File: config.mk
export PLATFORM = sky130hd
export DESIGN_NAME = mem_arbiter
export DESIGN_NICKNAME = d
export VERILOG_FILES = /design/src/rtl/mem_arbiter.sv
export SDC_FILE = /design/constraint.sdc
export NUM_CORES = 1
export LEC_CHECK = 0
export ABC_AREA = 1
export CAP_MARGIN = 20
export CELL_PAD_IN_SITES_DETAIL_PLACEMENT = 0
export CELL_PAD_IN_SITES_GLOBAL_PLACEMENT = 2
export CORE_MARGIN = 1.5
export CORE_UTILIZATION = 13
export DETAILED_ROUTE_END_ITERATION = 16
export GPL_TIMING_DRIVEN = 0
export PLACE_DENSITY = 0.82
export REMOVE_ABC_BUFFERS = 1
export SLEW_MARGIN = 5
export SYNTH_ARGS = -nofsm -noshare
export SYNTH_HDL_FRONTEND = slang
export SYNTH_SLANG_ARGS = --single-unit
File: constraint.sdc
create_clock -name clk -period 1.2 [get_ports clk]
set_input_delay 0.24 -clock clk [delete_from_list [all_inputs] [get_ports clk]]
set_output_delay 0.24 -clock clk [all_outputs]
set_load 0.01 [all_outputs]
File: src/rtl/mem_arbiter.sv
// Two-master (instruction/data) to one-slave arbiter with a registered grant, one outstanding
// transaction at a time, and alternating priority when both masters contend.
module mem_arbiter #(
  parameter int unsigned ADDR_W = 26
) (
  input  logic        clk,
  input  logic        reset,
  input  logic        i_valid,
  output logic        i_ready,
  input  logic [31:0] i_addr,
  output logic [31:0] i_rdata,
  input  logic        d_valid,
  output logic        d_ready,
  input  logic [31:0] d_addr,
  input  logic [3:0]  d_wmask,
  input  logic [31:0] d_wdata,
  output logic [31:0] d_rdata,
  output logic        m_valid,
  input  logic        m_ready,
  output logic [31:0] m_addr,
  output logic [3:0]  m_wmask,
  output logic [31:0] m_wdata,
  input  logic [31:0] m_rdata
);

  localparam logic [31:0] AddrMask = (ADDR_W >= 32) ? 32'hFFFF_FFFF :
                                     ((32'd1 << ADDR_W) - 32'd1);

  typedef enum logic [1:0] {StIdle, StBusyI, StBusyD} state_e;

  state_e      state_q;
  logic        last_dmem_q;  // previous grant went to the data port
  logic        m_valid_q;
  logic [31:0] m_addr_q;
  logic [3:0]  m_wmask_q;
  logic [31:0] m_wdata_q;
  logic        sel_dmem;

  // Data wins unless the instruction port is also waiting and data had the last grant.
  assign sel_dmem = d_valid & (~i_valid | ~last_dmem_q);

  always_ff @(posedge clk) begin
    if (reset) begin
      state_q     <= StIdle;
      last_dmem_q <= 1'b0;
      m_valid_q   <= 1'b0;
      m_addr_q    <= '0;
      m_wmask_q   <= '0;
      m_wdata_q   <= '0;
    end else begin
      unique case (state_q)
        StIdle: begin
          if (d_valid || i_valid) begin
            m_valid_q   <= 1'b1;
            last_dmem_q <= sel_dmem;
            if (sel_dmem) begin
              state_q   <= StBusyD;
              m_addr_q  <= d_addr & AddrMask;
              m_wmask_q <= d_wmask;
              m_wdata_q <= d_wdata;
            end else begin
              state_q   <= StBusyI;
              m_addr_q  <= i_addr & AddrMask;
              m_wmask_q <= '0;
              m_wdata_q <= '0;
            end
          end
        end
        StBusyI, StBusyD: begin
          if (m_ready) begin
            state_q   <= StIdle;
            m_valid_q <= 1'b0;
            m_wmask_q <= '0;
          end
        end
        default: state_q <= StIdle;
      endcase
    end
  end

  assign m_valid = m_valid_q;
  assign m_addr  = m_addr_q;
  assign m_wmask = m_wmask_q;
  assign m_wdata = m_wdata_q;

  assign i_ready = (state_q == StBusyI) & m_ready;
  assign d_ready = (state_q == StBusyD) & m_ready;
  assign i_rdata = i_ready ? m_rdata : '0;
  assign d_rdata = d_ready ? m_rdata : '0;

endmodule

==> results of run 1 <==
-- state kept, by name (all words and copies together), names as in the netlist --
register and count:
state_q 2, m_addr 26, m_wmask 4, m_wdata 32, m_valid 1, last_dmem_q 1
-- placed cells by master, fill, tap and decap left out, drive strengths merged --
cell type        n
dlygate4sd2      2
conb             6
clkinv           3
bufinv           2
clkdlybuf4s15   10
dfxtp           66
nor3             4
ha               3
clkinvlp         4
dlymetal6s2s    44
inv             49
clkbuf          16
buf             98
nor2           106
o21ai           26
nand2          139
a21oi           62
clkdlybuf4s50  121
nand3            2
-- timing repair --
item,4_1_cts,5_1_grt
hold endpoints to repair,0,0
setup endpoints to repair,195,185
pin swaps,4,2
gates resized for setup,353,122
cloned,10,1
buffers inserted,22,1
-- power by group through the flow --
stage	clock network (W)	logic, W	registers, W
floorplan	0	0.000850	0.00275
global placement	0	0.00239	0.00263
detailed placement	0	0.00241	0.00263
CTS	0.00301	0.00285	0.00259
global route	0.00308	0.00309	0.00262
finish	0.00289	0.00284	0.00259
-- per-stage QoR --
| step | instance area (sq um) | TNS [ns] | cells | hold slack (ns) |
|---|---|---|---|---|
| after detailed placement | 5950 | -146.94 | 1032 | 0.456 |
| after global routing | 6810 | -52.24 | 1082 | 0.364 |
| final | 6810 | -41.74 | 1082 | 0.351 |
| after floorplan | 2970 | -37.31 | 458 | 0.309 |
| after global placement | 5900 | -199.74 | 1030 | 0.452 |
| after CTS | 6510 | -57.39 | 1080 | 0.344 |
-- per-layer routing --
metal	vias up	global-route usage	wire, um
li1	2030	-	-
met1	1806	0.134	6230
met2	172	0.210	7870
met3	17	0.0287	1040
met4	0	0.0597	374
met5	-	0	0
-- cell type report --
cell class / instances / area (sq um) / share of cell area
Clock buffer: 9 / 225 / 0.0331
Clock inverter: 7 / 93.8 / 0.0138
Inverter: 50 / 219 / 0.0321
Multi-Input combinational cell: 348 / 1750 / 0.256
Sequential cell: 66 / 1330 / 0.194
Tap cell: 319 / 399 / 0.0586
Timing Repair Buffer: 282 / 2800 / 0.411
Timing Repair inverter: 1 / 7.51 / 0.00110
-- cells by family (layout without fill, tap and decap cells) --
family                     count (synthesis)  count (layout)
AOI/OAI and AO/OA                         88              88
DFF                                       66              66
adders and majority gates                  3               3
and+or+nand+nor                          245             251
buffers and inverters                     85             349
other                                      1               6
-- worst reg2reg max path: cells and delay by family (launching register included) --
kind,cells,cell delay (ns)
AND/OR/NAND/NOR,3,0.33
AO/OA/AOI/OAI,1,0.15
flip-flops,1,0.35
buffers and inverters,3,0.34
adder cells (fa/ha/maj),1,0.25
-- path summary, 6_finish.rpt --
path	start	end	cells after the start
setup / recovery	state_q[1]	d_rdata[31]	6
hold / removal	reset	last_dmem_q	2
setup reg to reg	state_q[0]	m_addr[23]	8
hold reg to reg	m_wdata[24]	m_wdata[24]	2
==> impl_metrics.py, run 1 <==
metrics = {
    "yosys": {
        "ys.flop_type": "dfxtp_1",
        "synth_top_area_cell": "dfxtp_1",
        "synthTopCellsByCount": "136 x nand2_1, 99 x nor2_1, 66 x dfxtp_1, 62 x a21oi_1, 47 x inv_1",
        "netlist.area_leader.share": 0.419,
        "syn_area_sq_um": 3150,
        "ys_seq_area_frac": 0.419,
        "muxShareOfSynthArea": 0,
        "yosysUniqueCellTypes": 18,
        "yosys_register_bits": 66,
        "synth.area.top_cells": "dfxtp_1 42%, nand2_1 16%, nor2_1 12%",
        "synth_warnings": 0,
        "synth_cells": 488,
        "avgSynthCellArea_sq_um": 6.46,
        "synth_top_family_by_area": "simple AND/OR/NAND/NOR gates",
        "async_flop_share": 0,
        "synth-xor-area-share": 0,
        "synth_compound_area_frac": 0.140,
        "synthAdderAreaFrac": 0.0119,
        "synthSimpleGateAreaFrac": 0.305,
        "synth-edff-count": 0,
        "yosysMostFrequentCell": "nand2_1",
    },
    "clocking": {
        "clkTransAtPathRegs_ns": 0.06,
        "htree_levels": 3,
        "ctsRootBufferMaster": "clkbuf_16",
        "clock_path_buffers": 2,
        "clock_latency_ns": 0.34,
        "cts_buffers": 9,
        "clock-sinks": 66,
        "cts_tree": "yes",
        "holdBufCountCts": 0,
    },
    "grt": {
        "grt_pass1_wl_um": 23000,
        "gr-total-overflow": 0,
        "grt_pass1_vias": 3906,
        "grtUsageTotal": 0.120,
        "antenna_found_initial": 0,
        "grt_max_degree": 39,
    },
    "floorplan": {
        "die_w_um": 159,
        "io_pins": 272,
        "start_util": 0.134,
        "fp.dieArea_sq_um": 25200,
        "die_h_um": 159,
        "core-area_sq_um": 23600,
        "num_rows": 56,
    },
    "worst_setup_path": {
        "slowest_stage": "dfxtp_2",
        "worstPathArrival_ns": 1.47,
        "r2r_slack_ns": -0.32,
        "crit_fanout": 6,
        "crit_path_max_incr_delay_ns": 0.34,
        "worstSetupPathType": "flip-flop to output port",
        "worstPathCellList": "buf_6, ha_4, nand2_8, buf_16, nor2_4, buf_6",
        "start_kind": "flip-flop",
        "worst_path_most_repeated_cell": "buf_6",
        "path_delay_family": "buffers and inverters",
        "worst_setup_path_end_kind": "output port",
        "worst-path-buf-inv": 3,
        "worstPathRequired_ns": 0.96,
    },
    "final_layout": {
        "diodes": 0,
        "drive_gt1_frac": 0.239,
        "fillers": 2615,
        "post-route-util": 0.289,
        "syn2layout_area_growth_pct": 116,
        "final_nets": 898,
    },
    "detailed_routing": {
        "vias": 4025,
        "wl_um": 15500,
        "first_pass_iters": 4,
        "drt_iter0_drc": 169,
        "wl_per_cell_um": 14.3,
        "drc_errors": 0,
        "viasPerCell": 3.72,
        "postRouteAntennaNets": 0,
    },
    "worst_hold_path": {
        "hp-class": "primary input to flip-flop",
    },
    "pwr": {
        "p_leak_nw": 3.66,
        "power_density_nw_per_um2": 1220,
        "sequentialPowerShare": 0.311,
        "total_power_w": 0.00832,
        "p_int_w": 0.00567,
        "vdd_drop_max_v": 0.000583,
        "combPwrFrac": 0.341,
        "p_sw_w": 0.00264,
        "clkPwrFrac": 0.348,
        "p_sw_frac": 0.318,
    },
    "sta": {
        "fmax_mhz": 585,
        "rsz0062_at_grt": "yes",
        "hold_violations": 0,
        "fin_crit_ns": 1.71,
        "finClkSkew_ns": 0.00495,
        "finalSetupViolCount": 132,
        "drv_slew": 0,
        "final.period_utilization": 1.42,
        "fin_ws_ns": -0.509,
    },
    "placed_design": {
        "hpwl_um": 9260,
        "portBuffers": 253,
        "place_ws_ns": -1.40,
        "gp_congestion": 0.807,
    },
    "status": {
        "violations": "setup timing",
        "status": "complete, but fails checks",
    },
    "flow_run": {
        "maxCapViolCount": 0,
    },
}
Note: power is estimated with default switching activity, not from simulation.
==> inputs of run 2 (changes only) <==
- PLACE_DENSITY: 0.82 -> 0.76
==> impl_metrics.py, run 2 (synthesis gave the netlist of run 1 again) <==
metrics = {
    "worst_setup_path": {
        "slowest_stage": "dfxtp_4",
        "worstSetupPathType": "flip-flop to output port",
        "worstPathRequired_ns": 0.96,
        "crit_fanout": 7,
        "r2r_slack_ns": -0.47,
        "worstPathArrival_ns": 1.46,
        "start_kind": "flip-flop",
        "worst-path-buf-inv": 3,
        "path_delay_family": "buffers and inverters",
        "crit_path_max_incr_delay_ns": 0.36,
        "worstPathCellList": "inv_4, ha_4, nand2_8, clkbuf_16, nor2_1, buf_2",
        "worst_setup_path_end_kind": "output port",
    },
    "sta": {
        "drv_slew": 0,
        "slew_headroom": 0.449,
        "final.period_utilization": 1.42,
        "fmax_mhz": 587,
        "max_slew.worst_pin.slew_ns": 0.826,
        "hold_violations": 0,
        "finalSetupViolCount": 132,
        "finClkSkew_ns": 0.00712,
        "fin_crit_ns": 1.70,
        "fin_ws_ns": -0.503,
        "rsz0062_at_grt": "yes",
    },
    "pwr": {
        "power_density_nw_per_um2": 1180,
        "total_power_w": 0.00901,
        "vdd_drop_max_v": 0.000576,
        "p_leak_nw": 3.32,
    },
    "final_layout": {
        "drive_gt1_frac": 0.446,
        "final_nets": 916,
        "post-route-util": 0.324,
        "syn2layout_area_growth_pct": 143,
        "fin_area_sq_um": 7650,
        "final_cell_mix": "120 x clkdlybuf4s50_1, 85 x nand2_1, 62 x dfxtp_1",
        "diodes": 0,
        "largest_reg_flops": 32,
        "final_common_cell": "clkdlybuf4s50_1",
    },
    "detailed_routing": {
        "wl_per_cell_um": 15.2,
        "drt_iter0_drc": 184,
        "vias": 4273,
        "wl_um": 16800,
        "drc_errors": 0,
        "viasPerCell": 3.88,
        "postRouteAntennaNets": 0,
        "first_pass_iters": 6,
    },
    "floorplan": {
        "die_w_um": 159,
        "start_util": 0.134,
        "die_h_um": 159,
        "num_rows": 56,
        "fp.dieArea_sq_um": 25200,
        "core-area_sq_um": 23600,
        "io_pins": 272,
    },
    "clocking": {
        "cts_tree": "yes",
        "holdBufCountCts": 0,
        "htree_levels": 3,
        "clock-sinks": 66,
        "clock_path_buffers": 2,
        "cts_buffers": 9,
        "ctsRootBufferMaster": "clkbuf_16",
        "clock_latency_ns": 0.34,
        "clkTransAtPathRegs_ns": 0.06,
    },
    "grt": {
        "grtUsageTotal": 0.128,
        "grt_pass1_vias": 4205,
        "grt_pass1_wl_um": 24800,
        "antenna_found_initial": 0,
        "gr-total-overflow": 0,
        "grt_max_degree": 39,
    },
    "flow_run": {
        "maxCapViolCount": 0,
    },
    "placed_design": {
        "hpwl_um": 9510,
        "placed_cell_area_sq_um": 5940,
        "portBuffers": 253,
        "gp_congestion": 0.783,
    },
    "status": {
        "violations": "setup timing",
        "status": "complete, but fails checks",
    },
    "worst_hold_path": {
        "hp-class": "primary input to flip-flop",
    },
}
run 2: cell types whose count changed in the layout (fill, tap and decap cells not counted), moves of 21 or more:
cell,delta
dlymetal6s2s_1,-44
clkdlybuf4s15_1,+21
buf_6,+31
a21oi_1,-39
buf_2,-21
nor2_4,+22
clkbuf_2,+24
a21oi_2,+39
nand2_4,+30
nor2_1,-32
nand2_1,-48
run 2: where the power goes:
group,internal (W),total (W),switching (W)
combinational,0.00174,0.00362,0.00188
clock,0.00173,0.00278,0.00104
sequential,0.00246,0.00262,0.000153
total,0.00593,0.00901,0.00308
run 2: metal layers:
layer,vias up,GRT usage,part of all wire,wire [um]
met5,-,0,0,0
li1,2075,-,-,-
met4,0,0.0532,0.030,505
met3,29,0.0358,0.070,1180
met2,199,0.226,0.51,8600
met1,1970,0.143,0.39,6480
run 2: final timing paths:
kind,depth (start not counted),endpoint,start
setup reg to reg,11,last_dmem_q,state_q[1]
hold reg to reg,2,m_wdata[9],m_wdata[9]
hold / removal,2,last_dmem_q,reset
setup / recovery,6,d_rdata[25],state_q[0]
run 2: repair_timing:
action,CTS,global route
buffers inserted,33,2
gates cloned,15,4
setup endpoints to repair,195,181
pin swaps,67,30
hold endpoints to repair,0,0
resized for setup,559,218
run 2: layout make-up:
| cell class | count | area [sq um] |
|---|---|---|
| fillers | 2518 | 16000 |
| multi-input cells | 349 | 2420 |
| repair buffers | 295 | 2910 |
| repair inverters | 5 | 57.6 |
| inverters | 50 | 219 |
| flip-flops and latches | 66 | 1330 |
| clock buffers | 11 | 253 |
| clock inverters | 5 | 61.3 |
| well taps | 319 | 399 |
run 2: metrics by stage:
stage / instances / TNS (ns) / hold slack (ns) / worst slack (ns)
after floorplan: 458 / -37.31 / 0.309 / -0.410
after global placement: 1030 / -198.30 / 0.452 / -2.01
after detailed placement: 1032 / -149.91 / 0.454 / -1.40
after CTS: 1096 / -53.08 / 0.349 / -0.583
final: 1100 / -56.90 / 0.381 / -0.503
after global routing: 1100 / -66.04 / 0.406 / -0.569
==> inputs of run 3 (changes only) <==
- CAP_MARGIN: 20 -> 0
- TNS_END_PERCENT: not set -> 100
==> impl_metrics.py, run 3 (synthesis gave the netlist of run 1 again) <==
metrics = {
    "final_layout": {
        "final_cell_mix": "120 x clkdlybuf4s50_1, 95 x nand2_1, 64 x dfxtp_1",
        "final_cells": 1105,
        "drive_gt1_frac": 0.396,
        "syn2layout_area_growth_pct": 146,
        "final_nets": 921,
        "regArea_sq_um": 1330,
        "post-route-util": 0.328,
        "fillers": 2528,
        "largest_reg_flops": 32,
        "multi_input_area_sq_um": 2390,
        "diodes": 0,
        "final_common_cell": "clkdlybuf4s50_1",
    },
    "grt": {
        "grt_max_degree": 38,
        "met1_usage": 0.123,
        "antenna_found_initial": 0,
        "gr-total-overflow": 0,
        "grtUsageMet3": 0.0342,
        "grt_pass1_vias": 3937,
        "grtUsageMet2": 0.216,
        "busiest_layer": "met2",
        "grt_pass1_wl_um": 22900,
        "grtUsageTotal": 0.118,
    },
    "floorplan": {
        "core-area_sq_um": 23600,
        "num_rows": 56,
        "fp.dieArea_sq_um": 25200,
        "start_util": 0.134,
        "die_w_um": 159,
        "io_pins": 272,
        "die_h_um": 159,
    },
    "pwr": {
        "p_sw_w": 0.00306,
        "sequentialPowerShare": 0.284,
        "p_leak_nw": 3.82,
        "p_int_w": 0.00609,
        "vdd_drop_max_v": 0.000573,
        "combPwrFrac": 0.403,
        "p_sw_frac": 0.335,
        "power_density_nw_per_um2": 1180,
        "clkPwrFrac": 0.313,
    },
    "placed_design": {
        "portBuffers": 253,
        "hpwl_um": 9460,
        "gp_congestion": 0.783,
        "dp.cells": 1030,
    },
    "detailed_routing": {
        "wl_per_cell_um": 15.3,
        "postRouteAntennaNets": 0,
        "wl_um": 16900,
        "viasPerCell": 3.79,
        "drc_errors": 0,
        "first_pass_iters": 4,
        "drt_iter0_drc": 184,
        "vias": 4186,
    },
    "clocking": {
        "clock-sinks": 66,
        "htree_levels": 3,
        "clock_latency_ns": 0.34,
        "ctsRootBufferMaster": "clkbuf_16",
        "cts_tree": "yes",
        "cts_buffers": 9,
        "clkTransAtPathRegs_ns": 0.06,
        "clock_path_buffers": 2,
    },
    "worst_setup_path": {
        "worstPathCellList": "inv_4, ha_4, buf_12, nand2_8, buf_8, nor2_1, buf_2",
        "worstPathRequired_ns": 0.96,
        "start_kind": "flip-flop",
        "worstSetupPathType": "flip-flop to output port",
        "slowest_stage": "dfxtp_4",
        "worst_setup_path_end_kind": "output port",
        "crit_path_max_incr_delay_ns": 0.36,
        "worst-path-buf-inv": 4,
        "worstPathArrival_ns": 1.51,
        "path_delay_family": "buffers and inverters",
        "crit_fanout": 7,
    },
    "status": {
        "status": "complete, but fails checks",
        "violations": "setup timing",
    },
    "sta": {
        "hold_violations": 0,
        "fin_crit_ns": 1.75,
        "rsz0062_at_grt": "yes",
        "setup_tns_ns": -49.72,
        "fmax_mhz": 571,
        "drv_slew": 0,
        "finClkSkew_ns": 0.00476,
        "max_slew.worst_pin.slew_ns": 0.593,
        "fin_ws_ns": -0.552,
        "holdWs_ns": 0.446,
        "final.period_utilization": 1.46,
        "slew_headroom": 0.605,
        "finalSetupViolCount": 132,
    },
    "worst_hold_path": {
        "hp-class": "primary input to flip-flop",
    },
    "flow_run": {
        "maxCapViolCount": 0,
    },
}
-- run 3: cell count changes in the layout (fill, tap and decap cells not counted), sizes merged --
cell	previous run	this run
nand2	139	144
bufinv	1	2
dlymetal6s2s	0	43
inv	54	52
buf	110	106
clkbuf	44	27
clkdlybuf4s15	29	9
dlygate4sd2	3	0
clkinvlp	2	4
-- run 3: power groups by stage --
| stage | combinational, W | sequential, W | clock [W] |
|---|---|---|---|
| 2_1_floorplan | 0.000850 | 0.00275 | 0 |
| 3_3_place_gp | 0.00239 | 0.00263 | 0 |
| 3_5_place_dp | 0.00238 | 0.00263 | 0 |
| 4_1_cts | 0.00272 | 0.00259 | 0.00297 |
| 5_1_grt | 0.00397 | 0.00263 | 0.00304 |
| 6_report | 0.00369 | 0.00260 | 0.00286 |
-- run 3: per-layer routing --
| layer | routed length [um] | vias to the layer above |
|---|---|---|
| met2 | 8930 | 178 |
| met5 | 0 | - |
| met4 | 379 | 0 |
| met3 | 1190 | 22 |
| li1 | - | 2097 |
| met1 | 6350 | 1889 |
-- run 3: layout make-up --
cell class	instances	area share
multi-input combinational	354	0.309
clock inverter	7	0.0121
timing repair buffer	296	0.392
sequential	66	0.172
tap	319	0.0516
timing repair inverter	4	0.00533
clock buffer	9	0.0291
inverter	50	0.0293
-- run 3: metrics by stage --
stage	worst slack, ns	area [sq um]	power, W
after global placement	-2.01	5900	0.00502
after detailed placement	-1.55	5900	0.00501
after global routing	-0.601	7740	0.00964
after CTS	-0.589	6580	0.00829
after floorplan	-0.410	2970	0.00360
final	-0.552	7740	0.00915
-- run 3: timing repair --
action / CTS / global route
pin swaps: 14 / 70
gates resized for setup: 335 / 342
gates cloned: 9 / 9
hold buffers: 0 / 0
setup buffers: 16 / 25
endpoints found under the setup margin: 195 / 187
-- run 3: worst register-to-register path, cell delays in order, from the launching register on --
cell and delay (ns):
dfxtp_4 0.36, inv_4 0.08, ha_4 0.19, inv_8 0.05
buf_12 0.12, buf_6 0.11, nor2_4 0.15, clkbuf_16 0.20
nand2_1 0.06, a21oi_1 0.11, nor2_1 0.05
-- run 3: final timing paths --
path,end,from,slack [ns],cells past startpoint
setup / recovery,i_rdata[15],state_q[1],-0.55,7
hold / removal,m_wdata[12],d_wdata[12],0.45,3
setup reg to reg,m_addr[22],state_q[0],-0.39,10
hold reg to reg,m_wdata[3],m_wdata[3],0.46,2
